$ cat src/rtl/sr_bank_ctrl.sv
// sr_bank_ctrl: shares a bank of N set/reset cells between requesters A and B.
// Each cycle it grants at most one single-cell set/clear command (round-robin
// on contention) or advances a clear-all sweep. s_vec/r_vec are registered
// one-hot drives that never overlap. flags mirrors the bank contents.
// Optional build macro SR_CTRL_STATS_EN enables the 8-bit contention counter
// on contend_cnt. Without it, contend_cnt is tied to zero.
//
// Handshake: a requester raises req with op/idx and holds all three stable
// until ack. ack is a one-cycle pulse in the cycle after the grant edge. req
// is ignored while that requester's ack is high, so a requester that keeps
// req asserted issues at most one command every two cycles.
module sr_bank_ctrl #(
    parameter int N     = 8,
    parameter int IDX_W = 3
) (
    input  logic             clk,
    input  logic             rst,
    input  logic             req_a,
    input  logic             op_a,
    input  logic [IDX_W-1:0] idx_a,
    output logic             ack_a,
    input  logic             req_b,
    input  logic             op_b,
    input  logic [IDX_W-1:0] idx_b,
    output logic             ack_b,
    input  logic             clr_all,
    output logic             busy,
    output logic             done,
    output logic             err,
    output logic [N-1:0]     s_vec,
    output logic [N-1:0]     r_vec,
    output logic [N-1:0]     flags,
    output logic [7:0]       contend_cnt
);

    typedef enum logic {
        ST_IDLE  = 1'b0,
        ST_SWEEP = 1'b1
    } state_t;

    localparam logic [N-1:0]     ONE      = {{(N-1){1'b0}}, 1'b1};
    localparam logic [IDX_W:0]   N_LIM    = (IDX_W+1)'(N);
    localparam logic [IDX_W-1:0] LAST_IDX = IDX_W'(N-1);

    state_t           r_state;
    state_t           w_state_nxt;
    logic             r_last_b;      // 1: the last contended grant went to B
    logic [IDX_W-1:0] r_sweep_idx;

    logic             w_elig_a;
    logic             w_elig_b;
    logic             w_gnt_a;
    logic             w_gnt_b;
    logic             w_contend;
    logic             w_start_sweep;
    logic             w_sweep_step;
    logic             w_sweep_last;
    logic             w_g_valid;
    logic             w_g_op;
    logic [IDX_W-1:0] w_g_idx;
    logic             w_g_in_range;
    logic [N-1:0]     w_g_onehot;
    logic [N-1:0]     w_sweep_onehot;

    // A requester is not eligible in the cycle its own ack is showing.
    assign w_elig_a  = req_a & ~ack_a;
    assign w_elig_b  = req_b & ~ack_b;
    assign w_contend = w_elig_a & w_elig_b;

    assign w_g_valid      = w_gnt_a | w_gnt_b;
    assign w_g_op         = w_gnt_a ? op_a : op_b;
    assign w_g_idx        = w_gnt_a ? idx_a : idx_b;
    assign w_g_in_range   = ({1'b0, w_g_idx} < N_LIM);
    assign w_g_onehot     = ONE << w_g_idx;
    assign w_sweep_onehot = ONE << r_sweep_idx;

    assign busy = (r_state == ST_SWEEP);

    // FSM state register.
    always_ff @(posedge clk) begin
        if (rst) begin
            r_state <= ST_IDLE;
        end else begin
            r_state <= w_state_nxt;
        end
    end

    // Next state, arbitration and sweep control; clr_all outranks requests.
    always_comb begin
        w_state_nxt   = r_state;
        w_gnt_a       = 1'b0;
        w_gnt_b       = 1'b0;
        w_start_sweep = 1'b0;
        w_sweep_step  = 1'b0;
        w_sweep_last  = 1'b0;
        case (r_state)
            ST_IDLE: begin
                if (clr_all) begin
                    w_state_nxt   = ST_SWEEP;
                    w_start_sweep = 1'b1;
                end else if (w_contend) begin
                    w_gnt_a = r_last_b;
                    w_gnt_b = ~r_last_b;
                end else begin
                    w_gnt_a = w_elig_a;
                    w_gnt_b = w_elig_b;
                end
            end
            ST_SWEEP: begin
                w_sweep_step = 1'b1;
                if (r_sweep_idx == LAST_IDX) begin
                    w_sweep_last = 1'b1;
                    w_state_nxt  = ST_IDLE;
                end
            end
            default: w_state_nxt = ST_IDLE;
        endcase
    end

    // Registered bank drive, flag mirror, acks and pulses.
    always_ff @(posedge clk) begin
        if (rst) begin
            s_vec       <= '0;
            r_vec       <= '0;
            flags       <= '0;
            ack_a       <= 1'b0;
            ack_b       <= 1'b0;
            err         <= 1'b0;
            done        <= 1'b0;
            r_last_b    <= 1'b1;
            r_sweep_idx <= '0;
        end else begin
            s_vec <= '0;
            r_vec <= '0;
            ack_a <= w_gnt_a;
            ack_b <= w_gnt_b;
            err   <= w_g_valid & ~w_g_in_range;
            done  <= w_sweep_last;
            if (w_contend && (r_state == ST_IDLE) && !clr_all) begin
                r_last_b <= w_gnt_b;
            end
            if (w_g_valid && w_g_in_range) begin
                if (w_g_op) begin
                    s_vec <= w_g_onehot;
                    flags <= flags | w_g_onehot;
                end else begin
                    r_vec <= w_g_onehot;
                    flags <= flags & ~w_g_onehot;
                end
            end
            if (w_start_sweep) begin
                r_sweep_idx <= '0;
            end else if (w_sweep_step) begin
                r_vec       <= w_sweep_onehot;
                flags       <= flags & ~w_sweep_onehot;
                r_sweep_idx <= r_sweep_idx + 1'b1;
            end
        end
    end

`ifdef SR_CTRL_STATS_EN
    logic [7:0] r_contend_cnt;

    // Saturating count of idle cycles with both requesters eligible.
    always_ff @(posedge clk) begin
        if (rst) begin
            r_contend_cnt <= 8'h00;
        end else if ((r_state == ST_IDLE) && w_contend && (r_contend_cnt != 8'hFF)) begin
            r_contend_cnt <= r_contend_cnt + 8'h01;
        end
    end

    assign contend_cnt = r_contend_cnt;
`else
    assign contend_cnt = 8'h00;
`endif

endmodule
$ cat config.mk
export PLATFORM = sky130hd
export DESIGN_NAME = sr_bank_ctrl
export DESIGN_NICKNAME = d
export VERILOG_FILES = /design/src/rtl/sr_bank_ctrl.sv
export SDC_FILE = /design/constraint.sdc
export NUM_CORES = 1
export LEC_CHECK = 0
export CAP_MARGIN = 20
export CORE_MARGIN = 2
export CORE_UTILIZATION = 40
export CTS_CLUSTER_DIAMETER = 200
export DETAILED_ROUTE_END_ITERATION = 7
export MAX_ROUTING_LAYER = met4
export PLACE_DENSITY = 0.7
export SLEW_MARGIN = 30
export SYNTH_ARGS = -nofsm -noshare
export SYNTH_HDL_FRONTEND = slang
export SYNTH_SLANG_ARGS = --single-unit
$ cat constraint.sdc
create_clock -name clk -period 1.9 [get_ports clk]
set_clock_uncertainty 0.1 [all_clocks]
set_input_delay 0.38 -clock clk [delete_from_list [all_inputs] [get_ports clk]]
set_output_delay 0.38 -clock clk [all_outputs]
set_load 0.03 [all_outputs]
==> metrics.md, run 1 <==
| Metric | Value |
|---|---|
| CP Capture Type | `flop` |
| Congestion Overflow GR | `0` |
| #FFs+latches synth | `32` |
| Ys Warns | `0` |
| First-pass GRT wire length | `7180 um` |
| Yosys cell types | `44` |
| Sw frac | `0.272` |
| CTS max path bufs | `2` |
| Height of the die | `68.7 um` |
| Clock group share of total power | `0.385` |
| Status | `complete, but fails checks` |
| Clock transition at path regs | `0.07 ns` |
| DIE AREA | `4720 sq um` |
| Synth Instances | `192` |
| Via count | `~1,700` |
| Site row count | `23` |
| Post-Route WL | `4620 um` |
| Critical path class | `flop to flop` |
| Gate power share | `0.203` |
| Wire per inst | `14.1 um` |
| CTS tree | `built` |
| Ratio of cells with drive above 1 in the final layout | `0.321` |
| Worst setup SP type | `flop` |
| CP Data Required Time | `2.03 ns` |
| Final min period | `2.03 ns` |
| IO buf count | `40` |
| Core ar. | `4000 sq um` |
| Final net count | `a little under 300` |
| F_max | `0.494 GHz` |
| Mapped Area | `1670 sq um` |
| Primary FF master, synth | `dfxtp_1` |
| Worst slack, placed | `-0.684 ns` |
| Final setup margin | `-0.126 ns` |
| Area growth from synthesis to layout | `60.5%` |
| Internal | `1.22 mW` |
| Post-DP HPWL | `roughly 3400 um` |
| Unrepaired setup endpoints after global routing | `yes` |
| Routed Antenna Nets | `0` |
| RePlAce Congestion | `0.898` |
| Final hold slack | `between 0.3 and 0.4 ns` |
| Post-synthesis simple-gate area fraction | `0.288` |
| Async S/R FF share, synth | `0` |
| Peak VDD IR | `just under 0.3 mV` |
| Hold Vio Cnt, Final | `0` |
| Final setup violating endpoints | `12` |
| Leak | `1.08 nW` |
| Clock Sinks | `32` |
| Xor/xnor share of the synthesized area | `0.00523` |
| Combinational family with the most area after synthesis | `simple AND/OR/NAND/NOR gates` |
| Share of power burned in registers | `0.412` |
| Via density per instance | `between 5 and 6` |
| Mux contribution to synthesized area | `0.0299` |
| Post-synth EDFFs | `0` |
| Post-Synth Adder-Cell Area | `0.0448` |
| 1st-iter DRT viols | `128` |
| Fin crit share | `1.07` |
| Share of the synthesized area in compound gates (AO/OA/AOI/OAI) | `0.163` |
| Slew Viols, Final | `0` |
| Register area share after synthesis | `0.383` |
| Initial antenna violation count | `0` |
| Router iterations before antenna repair | `4` |
| Pin count of the biggest net entering global routing | `23` |
| PwrDens | `625 nW/um^2` |
| CP Max Fanout | `4` |
| Switch Pwr | `between 0.4 and 0.5 mW` |
| Worst hold path class | `flop to flop` |
| CTS Buf Count | `5` |
| DIE WIDTH | `68.7 um` |
| Antenna Cells | `0` |
| Worst Path Arrival | `2.15 ns` |
| Syn_area_per_cell | `8.72 sq um` |
| Total global-route track usage | `0.217` |
| Skew-Pair Late Insertion Delay | `roughly 0.29 ns` |
| DRC errors left | `0` |
| Root Buffer Master | `clkbuf_8` |
| Max-cap violations | `0` |
| Depth of the CTS H-tree | `2` |
| Vias in the first global route | `1,544` |
| I/O pins | `50` |
| Total power | `1.68 mW` |
| Failing checks | `negative setup slack` |
| Setup_tns | `-0.710 ns` |
| Initial Util | `0.419` |
## final cells by class
cell class	instances	area (sq um)
Fill cell	352	1310
Multi-Input combinational cell	145	1080
Timing Repair Buffer	86	767
Sequential cell	32	649
Clock buffer	6	72.6
Tap cell	50	62.6
Clock inverter	2	35.0
Inverter	6	22.5
## per-stage QoR
stage,utilization,instance area [sq um],cells
2_1_floorplan,-,1710,200
3_3_place_gp,0.592,2370,313
3_5_place_dp,0.592,2370,313
4_1_cts,0.659,2640,326
5_1_grt,0.672,2690,327
6_report,0.672,2690,327
## power by group through the flow
stage               Clock (mW)  Combinational (mW)  Sequential, mW
floorplan                    0               0.149           0.728
global placement             0               0.295           0.707
detailed placement           0               0.296           0.708
CTS                      0.655               0.329           0.692
global route             0.681               0.363           0.693
finish                   0.648               0.341           0.692
## layout by cell type (no fill, tap or decap), drive strengths merged, types with 5 or more instances in the layout
cell and n:
buf 46, clkdlybuf4s50 34, dfxtp 32, nor2 21, nand2 15, nand3 12, conb 9, nand2b 7
clkbuf 7, o21ai 7, inv 6, nand3b 6, ha 6, o211ai 6, mux2i 5, nor2b 5
a21oi 5, nor3 5
## metal layers
layer | GRT usage | share of wire | routed length (um)
met5 | - | 0 | 0
met2 | 0.352 | 0.50 | 2300
met3 | 0.0341 | 0.042 | 192
met1 | 0.269 | 0.44 | 2060
met4 | 0.0882 | 0.017 | 79
## synth_stat cells, drive strengths merged, types with 6 or more instances
cell	number	area [sq um]
nand2	15	56.3
nand3b	6	45.0
inv	6	22.5
nand3	12	60.1
o21ai	7	35.0
nand2b	7	43.8
buf	14	108
o211ai	6	55.1
dfxtp	32	641
ha	6	75.1
nor2	21	81.3
## repair_timing
item,4_1_cts,5_1_grt
pin swaps,22,6
setup endpoints to repair,25,25
resized for setup,34,14
gates cloned,1,0
hold buffers,0,0
setup buffers,4,1
## cells by family (layout without fill, tap and decap cells)
logic type / count (synthesis) / after routing
AO/OA/AOI/OAI: 36 / 36
XOR/XNOR: 1 / 1
adder cells (fa/ha/maj): 6 / 6
buffers and inverters: 23 / 100
flip-flops: 32 / 32
multiplexers: 5 / 5
other: 1 / 9
AND/OR/NAND/NOR: 88 / 88
## worst max-delay path, stage by stage, from the launching register on
cell     delay (ns)
dfxtp_4        0.35
or4b_4         0.54
buf_2          0.18
nor3_4         0.21
a31oi_2        0.08
or3_1          0.38
a21oi_2        0.11
## path summary, 6_finish.rpt
check | depth (start not counted) | startpoint | slack [ns] | to
min | 2 | flags[4]$_SDFF_PP0_ | 0.39 | flags[4]$_SDFF_PP0_
max | 6 | ack_a$_SDFF_PP0_ | -0.13 | r_vec[3]$_SDFF_PP0_
min reg2reg | 2 | flags[4]$_SDFF_PP0_ | 0.39 | flags[4]$_SDFF_PP0_
max reg2reg | 6 | ack_a$_SDFF_PP0_ | -0.13 | r_vec[3]$_SDFF_PP0_
## flip-flops by register name, summed over array words and instances (netlist names)
name	cells
ack_a	1
ack_b	1
busy	1
done	1
flags	8
r_last_b	1
r_sweep_idx	3
r_vec	8
s_vec	8
Note: power is estimated with default switching activity, not from simulation.
==> run 2, diff against run 1 <==
--- a/config.mk
+++ b/config.mk
@@ -6,7 +6,6 @@
 export NUM_CORES = 1
 export LEC_CHECK = 0
 export CAP_MARGIN = 20
-export CORE_MARGIN = 2
 export CORE_UTILIZATION = 40
 export CTS_CLUSTER_DIAMETER = 200
 export DETAILED_ROUTE_END_ITERATION = 7
==> run 2 against run 1 <==
Compared with the run above: the flow still finishes with violations (negative setup slack); global-route usage grew 1.7 points; highest routed layer unchanged; routed wire length grew 0.71%; count of clock-buffer cells in the layout is the same; non-clock buffer count grew 7; maximum frequency grew 1.3%; combinational power grew 9.4%; first-iteration DRC count shrank 10%; register-to-register slack gained 0.03 ns.
==> metrics.md, run 2 (synthesis gave the netlist of run 1 again) <==
| Metric | Value |
|---|---|
| Post-DP HPWL | `3420 um (+1.6%)` |
| Failing checks | `negative setup slack` |
| Depth of the CTS H-tree | `2 (unchanged)` |
| Antenna Cells | `0 (unchanged)` |
| Via count | `1,720 (+2.4%)` |
| CP Data Required Time | `2.02 ns (about the same)` |
| DIE WIDTH | `66.7 um (-2.9%)` |
| Vias in the first global route | `1,570 (+1.7%)` |
| Final setup margin | `-0.0996 ns (+0.0259 ns)` |
| Final net count | `302 (+2.4%)` |
| Congestion Overflow GR | `0 (unchanged)` |
| Top Metal Used | `met4` |
| Total global-route track usage | `0.233 (+0.0167)` |
| Met1 WL | `2060 um (+0.34%)` |
| Max-cap violations | `0 (unchanged)` |
| Critical Path Max Stage Delay | `0.52 ns (-0.02 ns)` |
| Status | `complete, but fails checks` |
| Worst setup SP type | `flop` |
| Via density per instance | `5.17 (+0.60%)` |
| Reg2Reg Setup Slack | `-0.1 ns (+0.03 ns)` |
| DRC errors left | `0 (unchanged)` |
| Root Buffer Master | `clkbuf_8` |
| Non-Filler Instances | `333 (+1.8%)` |
| 1st-iter DRT viols | `115 (-10%)` |
| RePlAce Congestion | `0.859 (-4.3%)` |
| IO buf count | `40 (unchanged)` |
| Fin crit share | `1.05 (-0.0137)` |
| Ratio of cells with drive above 1 in the final layout | `0.350 (+0.0285)` |
| CTS max path bufs | `2 (unchanged)` |
| Peak VDD IR | `0.366 mV (+24%)` |
| Initial antenna violation count | `0 (unchanged)` |
| Crit path cell chain | `or4b_4 > buf_8 > nor3_4 > nor2_2 > or3_4 > a21oi_2` |
| CTS tree | `built` |
| CTS Buf Count | `5 (unchanged)` |
| Total power | `1.56 mW (-7.5%)` |
| Clock Sinks | `32 (unchanged)` |
| Leading cell types in the layout, fill and taps excluded | `buf_4 (47), clkdlybuf4s50_1 (35), dfxtp_1 (29)` |
| Post-CTS Hold Buffers | `0 (unchanged)` |
| Wire per inst | `14.0 um (-1.1%)` |
| Placed cell count | `315 (+0.64%)` |
| Slew Viols, Final | `0 (unchanged)` |
| Critical path class | `flop to flop` |
| Final min period | `2.00 ns (-0.0259 ns)` |
| I/O pins | `50 (unchanged)` |
| Core ar. | `4000 sq um (unchanged)` |
| Leak | `1.13 nW (+4.0%)` |
| Worst Path Arrival | `2.12 ns (-0.03 ns)` |
| Site row count | `23 (unchanged)` |
| Met2 routed WL | `2330 um (+1.5%)` |
| Worst hold path class | `flop to flop` |
| Most common cell after layout, fill and taps aside | `buf_4` |
| CP Max Fanout | `8 (+4)` |
| Post-Route WL | `4660 um (+0.71%)` |
| Slowest CP cell | `or4b_4` |
| CP delay by family, top | `simple AND/OR/NAND/NOR gates` |
| Skew-Pair Late Insertion Delay | `0.28 ns (about the same)` |
| Initial Util | `0.419 (unchanged)` |
| First-pass GRT wire length | `7440 um (+3.7%)` |
| Area growth from synthesis to layout | `65.6%` |
| DIE AREA | `4450 sq um (-5.7%)` |
| Router iterations before antenna repair | `6 (+2)` |
| Clock transition at path regs | `0.07 ns (about the same)` |
| Routed Antenna Nets | `0 (unchanged)` |
| Largest registers | `flags: 8 flops, r_vec: 8 flops, s_vec: 8 flops` |
| F_max | `0.500 GHz (+1.3%)` |
| Final setup violating endpoints | `16 (+4)` |
| WP buf/inv | `1 (unchanged)` |
| PwrDens | `561 nW/um^2 (-10%)` |
| Height of the die | `66.7 um (-2.9%)` |
| WL met3 | `189 um (-1.6%)` |
| Hold Vio Cnt, Final | `0 (unchanged)` |
| Unrepaired setup endpoints after global routing | `yes` |
| CP Capture Type | `flop` |
| Pin count of the biggest net entering global routing | `23 (unchanged)` |
## run 2: report_power, final
part           total [mW]  switching, mW  internal (mW)
Combinational       0.373          0.201          0.172
Sequential          0.693        0.00852          0.684
Clock               0.490          0.241          0.249
## run 2: area by class of cell
type / count / area (sq um)
multi-input cells: 145 / 1130
flip-flops and latches: 32 / 647
repair buffers: 93 / 832
clock inverters: 1 / 5.00
clock buffers: 6 / 72.6
inverters: 6 / 22.5
fillers: 323 / 1230
well taps: 50 / 62.6
## run 2: metrics by stage
| stage | hold WS (ns) | TNS (ns) | util | setup slack, ns | area, sq um |
|---|---|---|---|---|---|
| after detailed placement | 0.387 | -14.46 | 0.596 | -0.661 | 2380 |
| after global routing | 0.427 | -1.88 | 0.693 | -0.161 | 2770 |
| after global placement | 0.377 | -13.73 | 0.596 | -0.628 | 2380 |
| final | 0.393 | -0.654 | 0.693 | -0.0996 | 2770 |
| after CTS | 0.401 | -0.586 | 0.677 | -0.0956 | 2710 |
| after floorplan | 0.437 | -1.40 | - | -0.200 | 1710 |
## run 2: metal layers
layer,vias to the layer above,GRT usage
met5,-,-
met4,0,0.0771
met3,13,0.0428
met2,52,0.375
met1,811,0.293
li1,844,-
## run 2: repair_timing
item / 4_1_cts / 5_1_grt
pin swaps: 21 / 6
setup endpoints to repair: 25 / 26
cloned: 0 / 0
gates resized for setup: 48 / 11
buffers inserted: 8 / 4
## run 2: worst reg2reg max path, stage by stage (launching register included)
cell,delay (ns)
dfxtp_2,0.33
or4b_4,0.52
buf_8,0.17
nor3_4,0.20
nor2_2,0.08
or3_4,0.41
a21oi_2,0.14
## run 2: final timing paths
| kind | startpoint | to | depth (start not counted) |
|---|---|---|---|
| max | ack_a$_SDFF_PP0_ | r_vec[3]$_SDFF_PP0_ | 6 |
| min | flags[4]$_SDFF_PP0_ | flags[4]$_SDFF_PP0_ | 2 |
| min reg2reg | flags[4]$_SDFF_PP0_ | flags[4]$_SDFF_PP0_ | 2 |
| max reg2reg | ack_a$_SDFF_PP0_ | r_vec[3]$_SDFF_PP0_ | 6 |
